`config.mk`:
```
export PLATFORM = sky130hd
export DESIGN_NAME = mac_phase_sequencer_flat
export DESIGN_NICKNAME = d
export VERILOG_FILES = /design/src/rtl/mac_phase_sequencer_if.sv /design/src/rtl/mac_phase_sequencer.sv /design/src/flat_wrapper.sv
export SDC_FILE = /design/constraint.sdc
export NUM_CORES = 1
export LEC_CHECK = 0
export CORE_MARGIN = 2
export CORE_UTILIZATION = 55
export DETAILED_ROUTE_END_ITERATION = 12
export PLACE_DENSITY = 0.83
export SYNTH_ARGS = -nofsm -noshare
export SYNTH_HDL_FRONTEND = slang
export SYNTH_SLANG_ARGS = --single-unit
```
`constraint.sdc`:
```
create_clock -name clk -period 6.2 [get_ports clk]
set_input_delay 1.24 -clock clk [delete_from_list [all_inputs] [get_ports clk]]
set_output_delay 1.24 -clock clk [all_outputs]
set_load 0.05 [all_outputs]
```
`src/rtl/mac_phase_sequencer_if.sv`:
```
// Control/handshake bundle between top-level control and the MAC phase sequencer.
// The master side issues runs and streams beats; the slave side is the sequencer.
interface mac_phase_sequencer_if #(
    parameter int N_MACS = 4,
    parameter int CNT_W  = 8
);
    localparam int H     = N_MACS / 2;
    localparam int IDX_W = (H > 1) ? $clog2(H) : 1;

    logic                start;
    logic                clear_all;
    logic [CNT_W-1:0]    len_in;
    logic                in_valid;
    logic                in_ready;
    logic [N_MACS-1:0]   mac_clr;
    logic [N_MACS-1:0]   mac_en;
    logic                layer_sel;
    logic [IDX_W-1:0]    layer_idx;
    logic [N_MACS-1:0]   valid_out;
    logic                busy;
    logic                done;
    logic                start_err;

    modport master (
        output start, clear_all, len_in, in_valid,
        input  in_ready, mac_clr, mac_en, layer_sel, layer_idx,
               valid_out, busy, done, start_err
    );

    modport slave (
        input  start, clear_all, len_in, in_valid,
        output in_ready, mac_clr, mac_en, layer_sel, layer_idx,
               valid_out, busy, done, start_err
    );
endinterface

```
`src/rtl/mac_phase_sequencer.sv`:
```
// Two-phase sequencer for a systolic MAC array: LOAD streams a_in into the lower half,
// LAYER feeds lower-half results into the upper half, each with a skewed enable wave.
module mac_phase_sequencer #(
    parameter int N_MACS = 4,
    parameter int CNT_W  = 8
) (
    input  logic                   clk,
    input  logic                   rst,
    mac_phase_sequencer_if.slave   bus
);
    localparam int H     = N_MACS / 2;
    localparam int IDX_W = (H > 1) ? $clog2(H) : 1;
    localparam int LW    = (H > 1) ? (H - 1) : 1;

    localparam logic [CNT_W-1:0] CNT_ZERO = {CNT_W{1'b0}};
    localparam logic [CNT_W-1:0] CNT_ONE  = {{(CNT_W-1){1'b0}}, 1'b1};
    localparam logic [CNT_W-1:0] H_M1     = CNT_W'(H - 1);

    typedef enum logic [2:0] {
        S_IDLE        = 3'd0,
        S_CLR         = 3'd1,
        S_LOAD        = 3'd2,
        S_LOAD_DRAIN  = 3'd3,
        S_LAYER       = 3'd4,
        S_LAYER_DRAIN = 3'd5,
        S_DONE        = 3'd6
    } state_t;

    state_t           state_q, state_d;
    logic [CNT_W-1:0] cnt_q, cnt_d;
    logic [CNT_W-1:0] len_m1_q, len_m1_d;
    logic [LW-1:0]    en_lo_q, en_lo_d;
    logic [LW-1:0]    en_hi_q, en_hi_d;
    logic [H-1:0]     last_lo_q, last_lo_d;
    logic [H-1:0]     last_hi_q, last_hi_d;
    logic             mac_clr_q, mac_clr_d;
    logic             start_err_q, start_err_d;

    logic              beat_en_s;
    logic              load_last_s;
    logic              phase_end_s;
    logic              layer_en_s;
    logic              layer_last_s;
    logic [N_MACS-1:0] mac_en_s;

    // Beat qualification and phase-end decodes, all from registered state.
    assign beat_en_s    = bus.in_valid & (state_q == S_LOAD);
    assign load_last_s  = beat_en_s & (cnt_q == len_m1_q);
    assign phase_end_s  = (cnt_q == H_M1);
    assign layer_en_s   = (state_q == S_LAYER);
    assign layer_last_s = layer_en_s & phase_end_s;

    // Next-state, beat counter and run-length latch; clear_all overrides everything.
    always_comb begin
        state_d  = state_q;
        cnt_d    = cnt_q;
        len_m1_d = len_m1_q;
        if (bus.clear_all) begin
            state_d = S_IDLE;
            cnt_d   = CNT_ZERO;
        end else begin
            case (state_q)
                S_IDLE: begin
                    if (bus.start) begin
                        state_d  = S_CLR;
                        cnt_d    = CNT_ZERO;
                        len_m1_d = (bus.len_in == CNT_ZERO) ? CNT_ZERO : (bus.len_in - CNT_ONE);
                    end else begin
                        state_d = S_IDLE;
                    end
                end
                S_CLR: begin
                    state_d = S_LOAD;
                    cnt_d   = CNT_ZERO;
                end
                S_LOAD: begin
                    if (load_last_s) begin
                        state_d = S_LOAD_DRAIN;
                        cnt_d   = CNT_ZERO;
                    end else if (beat_en_s) begin
                        cnt_d = cnt_q + CNT_ONE;
                    end else begin
                        cnt_d = cnt_q;
                    end
                end
                S_LOAD_DRAIN: begin
                    if (phase_end_s) begin
                        state_d = S_LAYER;
                        cnt_d   = CNT_ZERO;
                    end else begin
                        cnt_d = cnt_q + CNT_ONE;
                    end
                end
                S_LAYER: begin
                    if (phase_end_s) begin
                        state_d = S_LAYER_DRAIN;
                        cnt_d   = CNT_ZERO;
                    end else begin
                        cnt_d = cnt_q + CNT_ONE;
                    end
                end
                S_LAYER_DRAIN: begin
                    if (phase_end_s) begin
                        state_d = S_DONE;
                        cnt_d   = CNT_ZERO;
                    end else begin
                        cnt_d = cnt_q + CNT_ONE;
                    end
                end
                S_DONE: begin
                    state_d = S_IDLE;
                    cnt_d   = CNT_ZERO;
                end
                default: begin
                    state_d = S_IDLE;
                    cnt_d   = CNT_ZERO;
                end
            endcase
        end
    end

    // Skew delay lines: enables ripple one MAC per cycle, last-beat markers trail them by one.
    always_comb begin
        en_lo_d     = {LW{1'b0}};
        en_hi_d     = {LW{1'b0}};
        last_lo_d   = {H{1'b0}};
        last_hi_d   = {H{1'b0}};
        mac_clr_d   = bus.clear_all | (state_d == S_CLR);
        start_err_d = bus.start & (state_q != S_IDLE);
        if (bus.clear_all) begin
            en_lo_d   = {LW{1'b0}};
            en_hi_d   = {LW{1'b0}};
            last_lo_d = {H{1'b0}};
            last_hi_d = {H{1'b0}};
        end else begin
            en_lo_d[0]   = beat_en_s;
            en_hi_d[0]   = layer_en_s;
            last_lo_d[0] = load_last_s;
            last_hi_d[0] = layer_last_s;
            for (int i = 1; i < LW; i++) begin
                en_lo_d[i] = en_lo_q[i-1];
                en_hi_d[i] = en_hi_q[i-1];
            end
            for (int i = 1; i < H; i++) begin
                last_lo_d[i] = last_lo_q[i-1];
                last_hi_d[i] = last_hi_q[i-1];
            end
        end
    end

    // State and delay-line registers.
    always_ff @(posedge clk or negedge rst) begin
        if (!rst) begin
            state_q     <= S_IDLE;
            cnt_q       <= {CNT_W{1'b0}};
            len_m1_q    <= {CNT_W{1'b0}};
            en_lo_q     <= {LW{1'b0}};
            en_hi_q     <= {LW{1'b0}};
            last_lo_q   <= {H{1'b0}};
            last_hi_q   <= {H{1'b0}};
            mac_clr_q   <= 1'b0;
            start_err_q <= 1'b0;
        end else begin
            state_q     <= state_d;
            cnt_q       <= cnt_d;
            len_m1_q    <= len_m1_d;
            en_lo_q     <= en_lo_d;
            en_hi_q     <= en_hi_d;
            last_lo_q   <= last_lo_d;
            last_hi_q   <= last_hi_d;
            mac_clr_q   <= mac_clr_d;
            start_err_q <= start_err_d;
        end
    end

    // Per-MAC enables; MAC 0 follows the accepted beat in the same cycle as its data.
    always_comb begin
        mac_en_s    = {N_MACS{1'b0}};
        mac_en_s[0] = beat_en_s;
        mac_en_s[H] = layer_en_s;
        for (int i = 1; i < H; i++) begin
            mac_en_s[i]     = en_lo_q[i-1];
            mac_en_s[H + i] = en_hi_q[i-1];
        end
    end

    assign bus.in_ready  = (state_q == S_LOAD);
    assign bus.mac_en    = mac_en_s;
    assign bus.mac_clr   = {N_MACS{mac_clr_q}};
    assign bus.valid_out = {last_hi_q, last_lo_q};
    assign bus.layer_sel = (state_q == S_LAYER) | (state_q == S_LAYER_DRAIN);
    assign bus.layer_idx = layer_en_s ? cnt_q[IDX_W-1:0] : {IDX_W{1'b0}};
    assign bus.busy      = (state_q != S_IDLE);
    assign bus.done      = (state_q == S_DONE);
    assign bus.start_err = start_err_q;
endmodule

```
`src/flat_wrapper.sv`:
```
// flat-port wrapper written by rule: the top's interface ports become plain ports
module mac_phase_sequencer_flat 
#(
    parameter int N_MACS = 4,
    parameter int CNT_W  = 8
)
  (clk, rst, bus_start, bus_clear_all, bus_len_in, bus_in_valid, bus_in_ready, bus_mac_clr, bus_mac_en, bus_layer_sel, bus_layer_idx, bus_valid_out, bus_busy, bus_done, bus_start_err);
  mac_phase_sequencer_if #(.N_MACS(N_MACS), .CNT_W(CNT_W)) bus_i ();
  input  logic clk;
  input  logic rst;
  input wire logic [$bits(bus_i.start)-1:0] bus_start;
  input wire logic [$bits(bus_i.clear_all)-1:0] bus_clear_all;
  input wire logic [$bits(bus_i.len_in)-1:0] bus_len_in;
  input wire logic [$bits(bus_i.in_valid)-1:0] bus_in_valid;
  output wire logic [$bits(bus_i.in_ready)-1:0] bus_in_ready;
  output wire logic [$bits(bus_i.mac_clr)-1:0] bus_mac_clr;
  output wire logic [$bits(bus_i.mac_en)-1:0] bus_mac_en;
  output wire logic [$bits(bus_i.layer_sel)-1:0] bus_layer_sel;
  output wire logic [$bits(bus_i.layer_idx)-1:0] bus_layer_idx;
  output wire logic [$bits(bus_i.valid_out)-1:0] bus_valid_out;
  output wire logic [$bits(bus_i.busy)-1:0] bus_busy;
  output wire logic [$bits(bus_i.done)-1:0] bus_done;
  output wire logic [$bits(bus_i.start_err)-1:0] bus_start_err;
  assign bus_i.start = bus_start;
  assign bus_i.clear_all = bus_clear_all;
  assign bus_i.len_in = bus_len_in;
  assign bus_i.in_valid = bus_in_valid;
  assign bus_in_ready = bus_i.in_ready;
  assign bus_mac_clr = bus_i.mac_clr;
  assign bus_mac_en = bus_i.mac_en;
  assign bus_layer_sel = bus_i.layer_sel;
  assign bus_layer_idx = bus_i.layer_idx;
  assign bus_valid_out = bus_i.valid_out;
  assign bus_busy = bus_i.busy;
  assign bus_done = bus_i.done;
  assign bus_start_err = bus_i.start_err;
  mac_phase_sequencer #(.N_MACS(N_MACS), .CNT_W(CNT_W)) u_core (.clk(clk), .rst(rst), .bus(bus_i));
endmodule
```
# Word-level counts from Yosys, hierarchy flattened
# Index checks and enable logic that the tools add are counted.
# op_classes
bitwise	7
n_mux	19
addsub	2
eq_ne	11
n_reduce_logical	6
# ops
cell	count
8-bit two-way mux	6
8-bit one-hot mux with 3 select lines	1
3-bit one-hot mux with 6 select lines	1
3-bit two-way mux	5
3-bit == test (second input constant)	3
8-bit by 1-bit adder with 8-bit output (second input constant)	1
8-bit by 1-bit == test with 1-bit output (second input constant)	1
8-bit == test	1
8-bit zero test	1
8-bit by 1-bit subtractor with 8-bit output (second input constant)	1
3-bit by 1-bit == test with 1-bit output (second input constant)	2
3-bit by 2-bit == test with 1-bit output (second input constant)	2
1-bit bitwise AND	4
1-bit two-way mux	4
2-bit two-way mux	2
4-bit by 2-bit != test with 1-bit output (second input constant)	1
3-bit zero test	1
3-bit != test (second input constant)	1
3-bit AND reduction	1
3-bit nonzero test	1
3-bit OR reduction	1
1-bit bitwise OR	2
2-bit AND reduction	1
1-bit inverter	1
# word_totals
register_bits	27
output_inout_bits	18
input_bits	13

# Logic depth before layout (Yosys ltp)
# logic_depth
ltp_word	8
ltp_mapped	7
depth_no_buf	7

# Worst setup path before layout
# Ideal clock, no wire load.
# synth_path
path_type	input to output
start	input bus_in_valid
end	output bus_mac_en[0]
path_buffers	1
path_stages	3
slack_ns	3.381
t_required_ns	4.960
arrival_time_ns	1.579
path_cell_list	nand2_1 > inv_1 > buf_4
# synth_between
elab_chain_cells	1
# synth_lines
item	line_no	rtl
start: declaration	flat_wrapper.sv:14	input wire logic [$bits(bus_i.in_valid)-1:0] bus_in_valid;
1-bit bitwise AND	mac_phase_sequencer.sv:47	assign beat_en_s = bus.in_valid & (state_q == S_LOAD);
end: declaration	flat_wrapper.sv:17	output wire logic [$bits(bus_i.mac_en)-1:0] bus_mac_en;
# No other way between the ends.

# Worst setup path in the final report
# Ends and elaborated chain as after synthesis.

==> results.toml <==
[sta]
postLayoutSetupSlackWorst_ns = 2.08
setup_repair_after_global_routing_missed_its_margin = "no"
setup_total_negative_slack_ns = 0
finalHoldViolations = 0
final_slew_viol_count = 0
fin_skew_ns = 0.00821
fmax_achieved_mhz = 243
fin_crit_sh_pct = 66.4
fin_crit_ns = 4.12
tightestPinTransition_ns = 1.14
max-slew-margin-rel_pct = 23.6
final_hold_slack_ns = 0.507
timing.final.setup_violations = 0

[run_status]
outcome = "completed"

[detailed_routing]
detailedRoute.firstIterationViolations = 71
detail_route.wl_per_cell_um = 15.6
detailroute.via_count = 1447
finalWirelength_um = 3620
avgViaCountPerCell = 6.24
drt_pass_1_iters = 4
antenna_violating_nets_post_route = 0
detail_route.drc_violations = 0

[clocking]
clk_path_buf_depth = 2
ctsRootBufferMaster = "sky130_fd_sc_hd__clkbuf_4"
clock-sinks = 27
postCtsResizedCells = 0
holdBufCountCts = 0
tritoncts.num_buffers = 3
tritoncts = "yes"
post_cts.repair.setup_buffers = 0
clock_network_latency_to_the_later_pin_of_the_worst_skew_pair_ns = 0.33
clock_tree.htree_level_count = 1
worst_setup_hold_path_clk_slew_ns = 0.15

[placement]
dp_cells = 228
dpl.hpwl_um = 2820
place_ws_ns = 2.08
routabilityCongestion = 0.845
port_buffers = 30

[cells_and_area]
post_route_cells_drive_above_1_share_pct = 10.1
fin_nets = 216
final.fill_count = 246
post_layout_nonfiller_instances = 232
layout_common_cells = "30 x sky130_fd_sc_hd__clkdlybuf4s50_1, 27 x sky130_fd_sc_hd__dfrtp_1, 16 x sky130_fd_sc_hd__nand2_1, 10 x sky130_fd_sc_hd__xnor2_1, 9 x sky130_fd_sc_hd__inv_1"
final_common_cell = "sky130_fd_sc_hd__clkdlybuf4s50_1"
areaGrowthSynthToFinish_pct = 17.4
antenna-diode-count = 0
final_core_utilization_pct = 66.5

[floorplanning]
top_level_ports = 31
die_w_um = 59.6
die_height_um = 59.6
die_area_um2 = 3550
core_area_um2 = 3000
start_util_pct = 56.6
fp-row-count = 20

[worst_setup_path]
cp.arrival_ns = 2.88
critPathSlowestCell = "sky130_fd_sc_hd__clkdlybuf4s50_1"
critical_path.startpoint_type = "primary input"
cp_top_family = "buffers and inverters"
required_ns = 4.96
worstSetupEndpointType = "primary output"
worst_path_largest_cell_delay_ns = 0.79
cp_common_cell = "sky130_fd_sc_hd__clkdlybuf4s50_1"
timing.critical_path.buf_inv = 3
worst-setup-path-type = "primary input to primary output"
worstPathMaxFanout = 6
path_cells = "clkdlybuf4s50_1 -> nand2_1 -> inv_1 -> clkdlybuf4s50_1"

[grt]
global_route_congestion_overflow_total = 0
grt_first_pass_wirelength_um = 6040
grt_max_degree = 28
number_of_global_route_vias_before_repair = 1328
gr-usage-all-layers_pct = 22.4
number_of_antenna_violations_at_the_first_check_in_global_routing = 0

[yosys]
synth.cell_area_um2 = 1700
synth.lib_cells_used.distinct = 46
commonest_register_cell_after_synthesis = "sky130_fd_sc_hd__dfrtp_1"
seq_area_frac_synth_pct = 39.7
synth.net_count = 193
post_synth_inst_count = 177
synth-edff-count = 0
yosys_warnings = 0
synthesis_stage_register_bit_count = 27
ys_async_sr_fraction_pct = 100
syn_area_per_cell_um2 = 9.61

[power]
peakVddDrop_uv = 138
switchingPower_uw = 145
switching_share_pct = 33.7
pwr_density_cell_nw_per_um2 = 215
clock_power_share_pct = 18.1
seqPwrFrac_pct = 50.5
leakage_uw = 0.000839
power.combinational.fraction_pct = 31.4
power.internal_uw = 285

[flow_run]
maxCapViolations = 0

[min_path]
hold_class = "flop to flop"
synthesized netlist by cell type, drive strengths merged, types with 2 or more instances:
master / count / area (um2)
a22o: 4 / 35.0
or3b: 2 / 17.5
inv: 10 / 37.5
o21a: 3 / 22.5
nor3: 9 / 56.3
nor2b: 5 / 31.3
nor4: 3 / 25.0
o22ai: 2 / 12.5
and3: 4 / 25.0
or2: 2 / 15.0
xnor2: 10 / 87.6
buf: 9 / 65.1
nor2: 8 / 30.0
ha: 3 / 37.5
nand4: 2 / 12.5
o21ai: 7 / 46.3
o2111ai: 2 / 17.5
a21oi: 7 / 35.0
o211ai: 6 / 58.8
clkbuf: 3 / 11.3
o31ai: 4 / 30.0
or4: 4 / 33.8
nand3: 6 / 30.0
mux2: 5 / 71.3
dfrtp: 27 / 676
and4: 2 / 17.5
mux2i: 2 / 20.0
nand2: 16 / 60.1
nor3b: 2 / 15.0
power groups by stage:
stage	Clock (uW)	Sequential, uW	Combinational (uW)
floorplan	0	217	101
global route	85.9	220	148
CTS	79.2	217	135
finish	77.7	217	135
global placement	0	220	130
detailed placement	0	221	134
path summary, 6_finish.rpt:
path	from	to	slack, ns	cells past startpoint
max	bus_in_valid	bus_mac_en[0]	2.08	4
min	u_core.last_lo_q[0]$_DFF_PN0_	u_core.last_lo_q[1]$_DFF_PN0_	0.51	1
max reg2reg	u_core.cnt_q[0]$_DFFE_PN0P_	u_core.len_m1_q[6]$_DFFE_PN0P_	3.87	6
min reg2reg	u_core.last_lo_q[0]$_DFF_PN0_	u_core.last_lo_q[1]$_DFF_PN0_	0.51	1
max in group asynchronous	rst	u_core.cnt_q[7]$_DFFE_PN0P_	4.02	1
min in group asynchronous	rst	u_core.last_hi_q[1]$_DFF_PN0_	1.49	1
layout make-up:
class,instances,area [um2],share of cell area (%)
flip-flops and latches,27,676,33.9
clock inverters,1,7.51,0.376
repair buffers,30,300,15.0
clock buffers,3,22.5,1.13
well taps,33,41.3,2.07
multi-input cells,128,911,45.6
inverters,10,37.5,1.88
sequential cells by signal, summed over array words and instances, names as in the netlist:
name,count
u_core.cnt_q,8
u_core.last_hi_q,2
u_core.mac_clr_q,1
u_core.bus.start_err,1
u_core.last_lo_q,2
u_core.en_lo_q,1
u_core.en_hi_q,1
u_core.len_m1_q,8
u_core.state_q,3
logic make-up (layout without fill, tap and decap cells):
family          after synthesis  after routing  synth area share, %
flops                        27             27                 39.7
compound gates               39             39                 17.4
simple gates                 69             69                 23.4
buf+inv                      22             44                 6.70
mux                           7              7                 5.37
fa+ha+maj                     3              3                 2.21
xor+xnor                     10             10                 5.15
layer usage:
metal,global-route usage [%],part of all wire [%],vias up
met5,0,0,-
met4,6.67,1.6,0
met2,38.3,52,49
li1,-,-,682
met3,3.49,5.3,8
met1,29.1,41,708
through the flow:
step | instance area [um2] | power [uW]
global placement | 1970 | 350
CTS | 2000 | 432
detailed placement | 1970 | 355
finish | 2000 | 430
floorplan | 1700 | 318
global route | 2000 | 454
Power figures use the tool's default switching activity.
